[config.mk]
export PLATFORM = sky130hd
export DESIGN_NAME = wb_arbiter_pipelined
export DESIGN_NICKNAME = d
export VERILOG_FILES = /design/src/rtl/wb_arbiter_pipelined.sv
export SDC_FILE = /design/constraint.sdc
export NUM_CORES = 1
export LEC_CHECK = 0
export CORE_ASPECT_RATIO = 1.4
export CORE_MARGIN = 5
export CORE_UTILIZATION = 28
export CTS_CLUSTER_SIZE = 10
export DETAILED_ROUTE_END_ITERATION = 8
export PLACE_DENSITY = 0.85
export SLEW_MARGIN = 15
export SYNTH_ARGS = -nofsm -noshare
export SYNTH_HDL_FRONTEND = slang
export SYNTH_SLANG_ARGS = --single-unit
[constraint.sdc]
create_clock -name clk -period 3.7 [get_ports clk]
set_input_delay 0.925 -clock clk [delete_from_list [all_inputs] [get_ports clk]]
set_output_delay 0.925 -clock clk [all_outputs]
set_load 0.02 [all_outputs]
[src/rtl/wb_arbiter_pipelined.sv]
// Round-robin arbiter sharing one pipelined Wishbone slave between several pipelined masters.
// Holds the grant until every accepted strobe has been acked, and throttles at MAX_OUT in flight.
module wb_arbiter_pipelined #(
    parameter int NUM_MASTERS = 2,
    parameter int ADR_W       = 16,
    parameter int DAT_W       = 16,
    parameter int MAX_OUT     = 4
) (
    input  logic                         clk,
    input  logic                         rst,
    input  logic [NUM_MASTERS-1:0]       m_cyc,
    input  logic [NUM_MASTERS-1:0]       m_stb,
    input  logic [NUM_MASTERS-1:0]       m_we,
    input  logic [NUM_MASTERS*ADR_W-1:0] m_adr,
    input  logic [NUM_MASTERS*DAT_W-1:0] m_dat_i,
    output logic [DAT_W-1:0]             m_dat_o,
    output logic [NUM_MASTERS-1:0]       m_ack,
    output logic [NUM_MASTERS-1:0]       m_stall,
    output logic                         s_cyc,
    output logic                         s_stb,
    output logic                         s_we,
    output logic [ADR_W-1:0]             s_adr,
    output logic [DAT_W-1:0]             s_dat_o,
    input  logic [DAT_W-1:0]             s_dat_i,
    input  logic                         s_ack,
    input  logic                         s_stall,
    output logic [NUM_MASTERS-1:0]       gnt
);

    localparam int IDX_W = (NUM_MASTERS > 1) ? $clog2(NUM_MASTERS) : 1;
    localparam int CNT_W = $clog2(MAX_OUT + 1);

    typedef enum logic [1:0] {
        ST_IDLE  = 2'd0,
        ST_GRANT = 2'd1,
        ST_DRAIN = 2'd2
    } state_t;

    state_t                 state_r, state_s;
    logic [NUM_MASTERS-1:0] gnt_r, gnt_s;
    logic [IDX_W-1:0]       gidx_r, gidx_s;
    logic [IDX_W-1:0]       last_r, last_s;
    logic [CNT_W-1:0]       outstanding_r, outstanding_s;

    logic                   win_found_s;
    logic [IDX_W-1:0]       win_idx_s;
    logic [IDX_W-1:0]       cand_s;
    logic                   full_s;
    logic                   stb_s;
    logic                   accept_s;
    logic                   ack_fwd_s;

    assign full_s  = (outstanding_r == CNT_W'(MAX_OUT));
    assign gnt     = gnt_r;
    assign s_stb   = stb_s;
    assign m_dat_o = s_dat_i;

    // Round-robin pick: first requesting master after the last one served.
    always_comb begin
        win_found_s = 1'b0;
        win_idx_s   = {IDX_W{1'b0}};
        cand_s      = {IDX_W{1'b0}};
        for (int k = 1; k <= NUM_MASTERS; k++) begin
            cand_s = IDX_W'((32'(last_r) + k) % NUM_MASTERS);
            if (!win_found_s && m_cyc[cand_s]) begin
                win_found_s = 1'b1;
                win_idx_s   = cand_s;
            end else begin
                win_found_s = win_found_s;
            end
        end
    end

    // Slave-side mux and master-side stall/ack, combinational from the grant register.
    always_comb begin
        s_cyc     = 1'b0;
        stb_s     = 1'b0;
        s_we      = 1'b0;
        s_adr     = {ADR_W{1'b0}};
        s_dat_o   = {DAT_W{1'b0}};
        m_ack     = {NUM_MASTERS{1'b0}};
        m_stall   = {NUM_MASTERS{1'b1}};
        accept_s  = 1'b0;
        ack_fwd_s = 1'b0;
        case (state_r)
            ST_GRANT: begin
                s_cyc           = 1'b1;
                stb_s           = m_stb[gidx_r] & ~full_s;
                s_we            = m_we[gidx_r];
                s_adr           = m_adr[32'(gidx_r) * ADR_W +: ADR_W];
                s_dat_o         = m_dat_i[32'(gidx_r) * DAT_W +: DAT_W];
                m_stall[gidx_r] = s_stall | full_s;
                accept_s        = stb_s & ~s_stall;
                // An ack with nothing in flight is a slave protocol error and is dropped.
                ack_fwd_s       = s_ack & (outstanding_r != {CNT_W{1'b0}});
                m_ack[gidx_r]   = ack_fwd_s;
            end
            ST_DRAIN: begin
                s_cyc         = 1'b1;
                s_we          = m_we[gidx_r];
                s_adr         = m_adr[32'(gidx_r) * ADR_W +: ADR_W];
                s_dat_o       = m_dat_i[32'(gidx_r) * DAT_W +: DAT_W];
                ack_fwd_s     = s_ack & (outstanding_r != {CNT_W{1'b0}});
                m_ack[gidx_r] = ack_fwd_s;
            end
            default: begin
                s_cyc = 1'b0;
            end
        endcase
    end

    // Outstanding-transfer counter: accept and ack in one cycle cancel out.
    always_comb begin
        outstanding_s = outstanding_r;
        case ({accept_s, ack_fwd_s})
            2'b10:   outstanding_s = outstanding_r + CNT_W'(1);
            2'b01:   outstanding_s = outstanding_r - CNT_W'(1);
            default: outstanding_s = outstanding_r;
        endcase
    end

    // Next-state logic; the grant is released only once the counter reaches zero.
    always_comb begin
        state_s = state_r;
        gnt_s   = gnt_r;
        gidx_s  = gidx_r;
        last_s  = last_r;
        case (state_r)
            ST_IDLE: begin
                if (win_found_s) begin
                    state_s = ST_GRANT;
                    gidx_s  = win_idx_s;
                    gnt_s   = {{(NUM_MASTERS-1){1'b0}}, 1'b1} << win_idx_s;
                end else begin
                    state_s = ST_IDLE;
                end
            end
            ST_GRANT: begin
                if (!m_cyc[gidx_r]) begin
                    if (outstanding_s == {CNT_W{1'b0}}) begin
                        state_s = ST_IDLE;
                        last_s  = gidx_r;
                        gnt_s   = {NUM_MASTERS{1'b0}};
                    end else begin
                        state_s = ST_DRAIN;
                    end
                end else begin
                    state_s = ST_GRANT;
                end
            end
            ST_DRAIN: begin
                if (outstanding_s == {CNT_W{1'b0}}) begin
                    state_s = ST_IDLE;
                    last_s  = gidx_r;
                    gnt_s   = {NUM_MASTERS{1'b0}};
                end else begin
                    state_s = ST_DRAIN;
                end
            end
            default: begin
                state_s = ST_IDLE;
                gnt_s   = {NUM_MASTERS{1'b0}};
            end
        endcase
    end

    // State registers with synchronous reset; last starts at the top so master 0 wins first.
    always_ff @(posedge clk) begin
        if (rst) begin
            state_r       <= ST_IDLE;
            gnt_r         <= {NUM_MASTERS{1'b0}};
            gidx_r        <= {IDX_W{1'b0}};
            last_r        <= IDX_W'(NUM_MASTERS - 1);
            outstanding_r <= {CNT_W{1'b0}};
        end else begin
            state_r       <= state_s;
            gnt_r         <= gnt_s;
            gidx_r        <= gidx_s;
            last_r        <= last_s;
            outstanding_r <= outstanding_s;
        end
    end

endmodule

Yosys cells after proc, flatten, opt, wreduce, memory -nomap -nowiden. Index checks and enable logic that the tools add are counted.

Output and inout bits: 57. Memories: 0. Bits in registers: 9. Input port bits: 90. Bits in read-only memories: 0. Bits in writable memories: 0. Latch bits: 0.

Eq/ne operators: 7. Multipliers: 0. Reduce and logical (&&, ||, !) cells: 11. Shifts and indexed selects: 3. $lt $le $gt $ge: 4. Add/sub/neg operators: 4. Bitwise operators: 9. Divide/modulo/power cells: 0. Muxes and demuxes: 37.

Operator list (number): $shiftx A32 B6 Y16 (2); $mux W16 (2); $mux W1 (23); $mux W2 (7); $pmux W2 S3 (2); $lt A1 B2 Y1 const B (3); $pmux W3 S2 (1); $reduce_and A2 Y1 (3); $eq A2 B1 Y1 const B (2); $eq A2 B2 Y1 const B (2); $ne A2 B2 Y1 const B (2); $add A3 B1 Y3 const B (1); $and A1 B1 Y1 (3); $eq A3 B3 Y1 const B (1); $logic_not A3 Y1 (1); $reduce_bool A3 Y1 (1); $sub A3 B1 Y3 const B (1); $add A1 B1 Y1 const B (2); $and A2 B2 Y2 (1); $logic_and A1 B1 Y1 (2); $logic_not A2 Y1 (1); $not A1 Y1 (2); $not A2 Y2 (1); $or A2 B2 Y2 (1); 8 further kinds (8).

Longest topological paths before layout.
Depth in word-level cells: 11. Gate-level depth with buffers: 10. Depth with buffers taken out: 10.

Worst setup path before layout. No wires, ideal clock.

Path type: input to register. Start: input port m_stb[1]. End: register gnt_r[0] (netlist: gnt[0]). Data arrival time: 2.796 ns. Stages on the path: 8. Data required time: 3.568 ns. Setup time: 0.132 ns. Path slack: 0.772 ns. Cell sequence: mux2i_1 -> or3_1 -> ha_1 -> fa_1 -> or3b_1 -> o211ai_2 -> a31o_1 -> a21oi_2.

Longest elaborated chain between the ends: 11.

Ends and longest elaborated chain: from (decl) (line 12) `input logic [NUM_MASTERS-1:0] m_stb,`; $mux W1 (not written as such) * (2 in a row) (line 88) `stb_s = m_stb[gidx_r] & ~full_s;`; $and A1 B1 Y1 * (line 88); $and A1 B1 Y1 * (line 93) `accept_s = stb_s & ~s_stall;`; $mux W1 * (line 85) `case (state_r)`; $eq A2 B1 Y1 or $eq A2 B2 Y1 (tied branches) (line 115) `case ({accept_s, ack_fwd_s})`; $pmux W3 S2 * (line 115); $logic_not A3 Y1 * (line 140, 152); $mux W2 *; $mux W2; $pmux W2 S3 *; to (signal assigned) (line 171) `gnt_r <= {NUM_MASTERS{1'b0}};`; to (signal assigned) (line 177) `gnt_r <= gnt_s;`; to (decl) (line 40) `logic [NUM_MASTERS-1:0] gnt_r, gnt_s;`.

Every way passes the cells marked *; elsewhere a longest branch is shown, timed or not. The select of a mux whose other input is x is not followed. A chain may end at the register's enable or synchronous reset.

Worst setup path after layout.
Start: input port m_stb[1]. End: register gnt_r[1] (netlist: gnt[1]).

Same word-level chain as after synthesis.

==> results_dict.tcl <==
set metrics [dict create \
    post_cts_resize_count 0 \
    synthesis.area_mm2 0.00134 \
    synth_cells 162 \
    via_per_inst 4.57 \
    core_mm2 0.00457 \
    cts_buffers 3 \
    synthToLayoutAreaGrowth_pct 84.6 \
    start_util_pct 29.2 \
    maxCapViolations 0 \
    synth_area_leaders "mux2i_1, nor2b_1, dfxtp_1, buf_4, ha_1" \
    critical_path_required_ns 3.80 \
    fmax_mhz 298 \
    worst_setup_path_end_kind "flop" \
    io_pins 147 \
    leakage_uw 0.000885 \
    irDropWorstVdd_mv 0.273 \
    yosysSeqAreaShare_pct 13.5 \
    rr_worst_depth 9 \
    finalCritPeriodShare_pct 90.6 \
    drt_wl_total_um 4650 \
    path_clk_slew_ns 0.05 \
    cts_tree "done" \
    antenna_found_initial 0 \
    avgSynthCellArea_um2 8.24 \
    synth_edf_count 0 \
    cpLargestDelayFamily "simple AND/OR/NAND/NOR gates" \
    die_area_mm2 0.00627 \
    drv_slew 0 \
    power_density_mw_per_mm2 231 \
    worstHoldPathCells 2 \
    netlist-cell-type-count 35 \
    rows 29 \
    async_flop_share_pct 0 \
    start_kind "primary input" \
    hold_violations 0 \
    dr.pass1.iters 4 \
    dpl-instance-area_mm2 0.00242 \
    crit_chain "clkdlybuf4s50_1 -> mux2i_1 -> or3_1 -> ha_1 -> fa_1 -> or3b_1 -> o211ai_2 -> a31o_1 -> a21oi_2" \
    period_needed_ns 3.35 \
    die_h_um 91.7 \
    slew_headroom_pct 68.0 \
    synth_top_area_cell "mux2i_1" \
    synth_commonest_cells "mux2i_1, nor2b_1, buf_4, dfxtp_1, nor2_1" \
    gp_congestion 0.817 \
    setup_tns_ns 0 \
    clock_skew_ns 0.00314 \
    grt_max_degree 26 \
    critPathKind "primary input to flop" \
    cts_setup_buffers 0 \
    hold_ws_ns 0.547 \
    port_buffers 114 \
    syn-num-nets 258 \
    hold_buffers 0 \
    cts-root-buf "clkbuf_8" \
    diodes 0 \
    final_antenna_net_count 0 \
    cp_num_buf_inv 1 \
    vias 1453 \
    stdcell_area_mm2 0.00246 \
    synth_seq_cells 9 \
    synthMostInstantiatedCell "mux2i_1" \
    synthDominantCellAreaShare_pct 27.0 \
    ys.warnings.count 0 \
    avgRoutedWirePerCell_um 14.6 \
    finalSetupViolCount 0 \
    synth-main-ff-cell "dfxtp_1" \
    h-tree-depth 1 \
    drtIter0Drc 31 \
    layout-drive-gt1-share_pct 5.47 \
    crit_path_top_delay_cell "clkdlybuf4s50_1" \
    cp.depth 9 \
    rsz0062_at_grt "no" \
    status "complete, no violations" \
    tightest_slew_ns 0.481 \
    nets 353 \
    hp-class "flop to flop" \
    cpPeakStageDelay_ns 0.46 \
    grt.total_usage_pct 14.0 \
    grt_pass1_wl_um 6980 \
    first_global_vias 1475 \
    grt_remaining_overflow 0 \
    worstPathArrival_ns 3.45 \
    clockBufferDepth 2 \
    dpl.hpwl_um 3920 \
    cp_max_fo 4 \
    insertion_delay_ns 0.23 \
    die_width_um 68.4 \
    clkSinkCount 9 \
    remaining_drc_errors 0 \
]
==> flip-flops by register name, indices dropped and copies added (netlist names) <==
name and flops:
state_r 2, gnt 2, outstanding_r 3, last_r 1, gidx_r 1
==> stage by stage <==
step	util [%]	setup slack (ns)	power [uW]	cells
2_1_floorplan	-	0.772	309	162
3_3_place_gp	52.9	0.173	456	314
3_5_place_dp	52.9	0.0963	461	314
4_1_cts	53.9	0.339	577	318
5_1_grt	53.9	0.185	604	318
6_report	53.9	0.348	570	318
==> report_power, final <==
part | total [uW] | leakage (uW) | internal [uW] | switching, uW
Sequential | 117 | 0.0000740 | 105 | 12.2
Combinational | 339 | 0.000788 | 197 | 142
Clock | 114 | 0.0000228 | 75.1 | 38.8
Total | 570 | 0.000885 | 377 | 193
==> final cells by class <==
type | count | area, um2
clock buffers | 4 | 45.0
multi-input cells | 121 | 966
inverters | 5 | 18.8
flip-flops and latches | 9 | 181
fillers | 449 | 2110
well taps | 62 | 77.6
repair buffers | 117 | 1180
==> cell usage in the layout (no fill, tap or decap), drive strengths merged, types with 2 or more instances in the layout <==
cell,instances
inv,5
clkdlybuf4s50,114
and2,2
mux2i,36
nor2b,34
a31o,2
o21ai,3
ha,5
buf,3
clkbuf,4
nand2,5
or3,4
a21oi,5
dfxtp,9
nor2,8
==> worst register-to-register path, stage by stage (launching register included) <==
cell and delay (ns):
dfxtp_1 0.35, inv_1 0.07, ha_1 0.59, o311a_1 0.33, ha_1 0.25, fa_1 0.44, or3b_1 0.44, o211ai_2 0.24
a31o_1 0.20, a21oi_2 0.06
==> path summary, 6_finish.rpt <==
check | start | endpoint | slack [ns]
worst min-delay path | outstanding_r[2] | outstanding_r[2] | 0.55
worst max register to register | state_r[0] | gnt[1] | 0.60
worst min register to register | outstanding_r[2] | outstanding_r[2] | 0.55
worst max-delay path | m_stb[1] | gnt[1] | 0.35
==> per-layer routing <==
layer | GRT usage (%) | part of all wire [%] | vias to the layer above
met2 | 27.0 | 53 | 62
met3 | 3.42 | 10 | 14
met1 | 13.7 | 35 | 643
met4 | 4.98 | 1.9 | 0
li1 | - | - | 734
met5 | 0 | 0 | -
==> kinds of logic (layout without fill, tap and decap cells) <==
logic type	count (synthesis)	count (layout)	synth area share, %
AND/OR/NAND/NOR	58	58	25.5
multiplexers	36	36	27.0
buffers and inverters	32	126	14.2
AO/OA/AOI/OAI	18	18	10.5
flip-flops	9	9	13.5
adder cells (fa/ha/maj)	6	6	6.19
XOR/XNOR	3	3	3.19
Power figures use the tool's default switching activity.
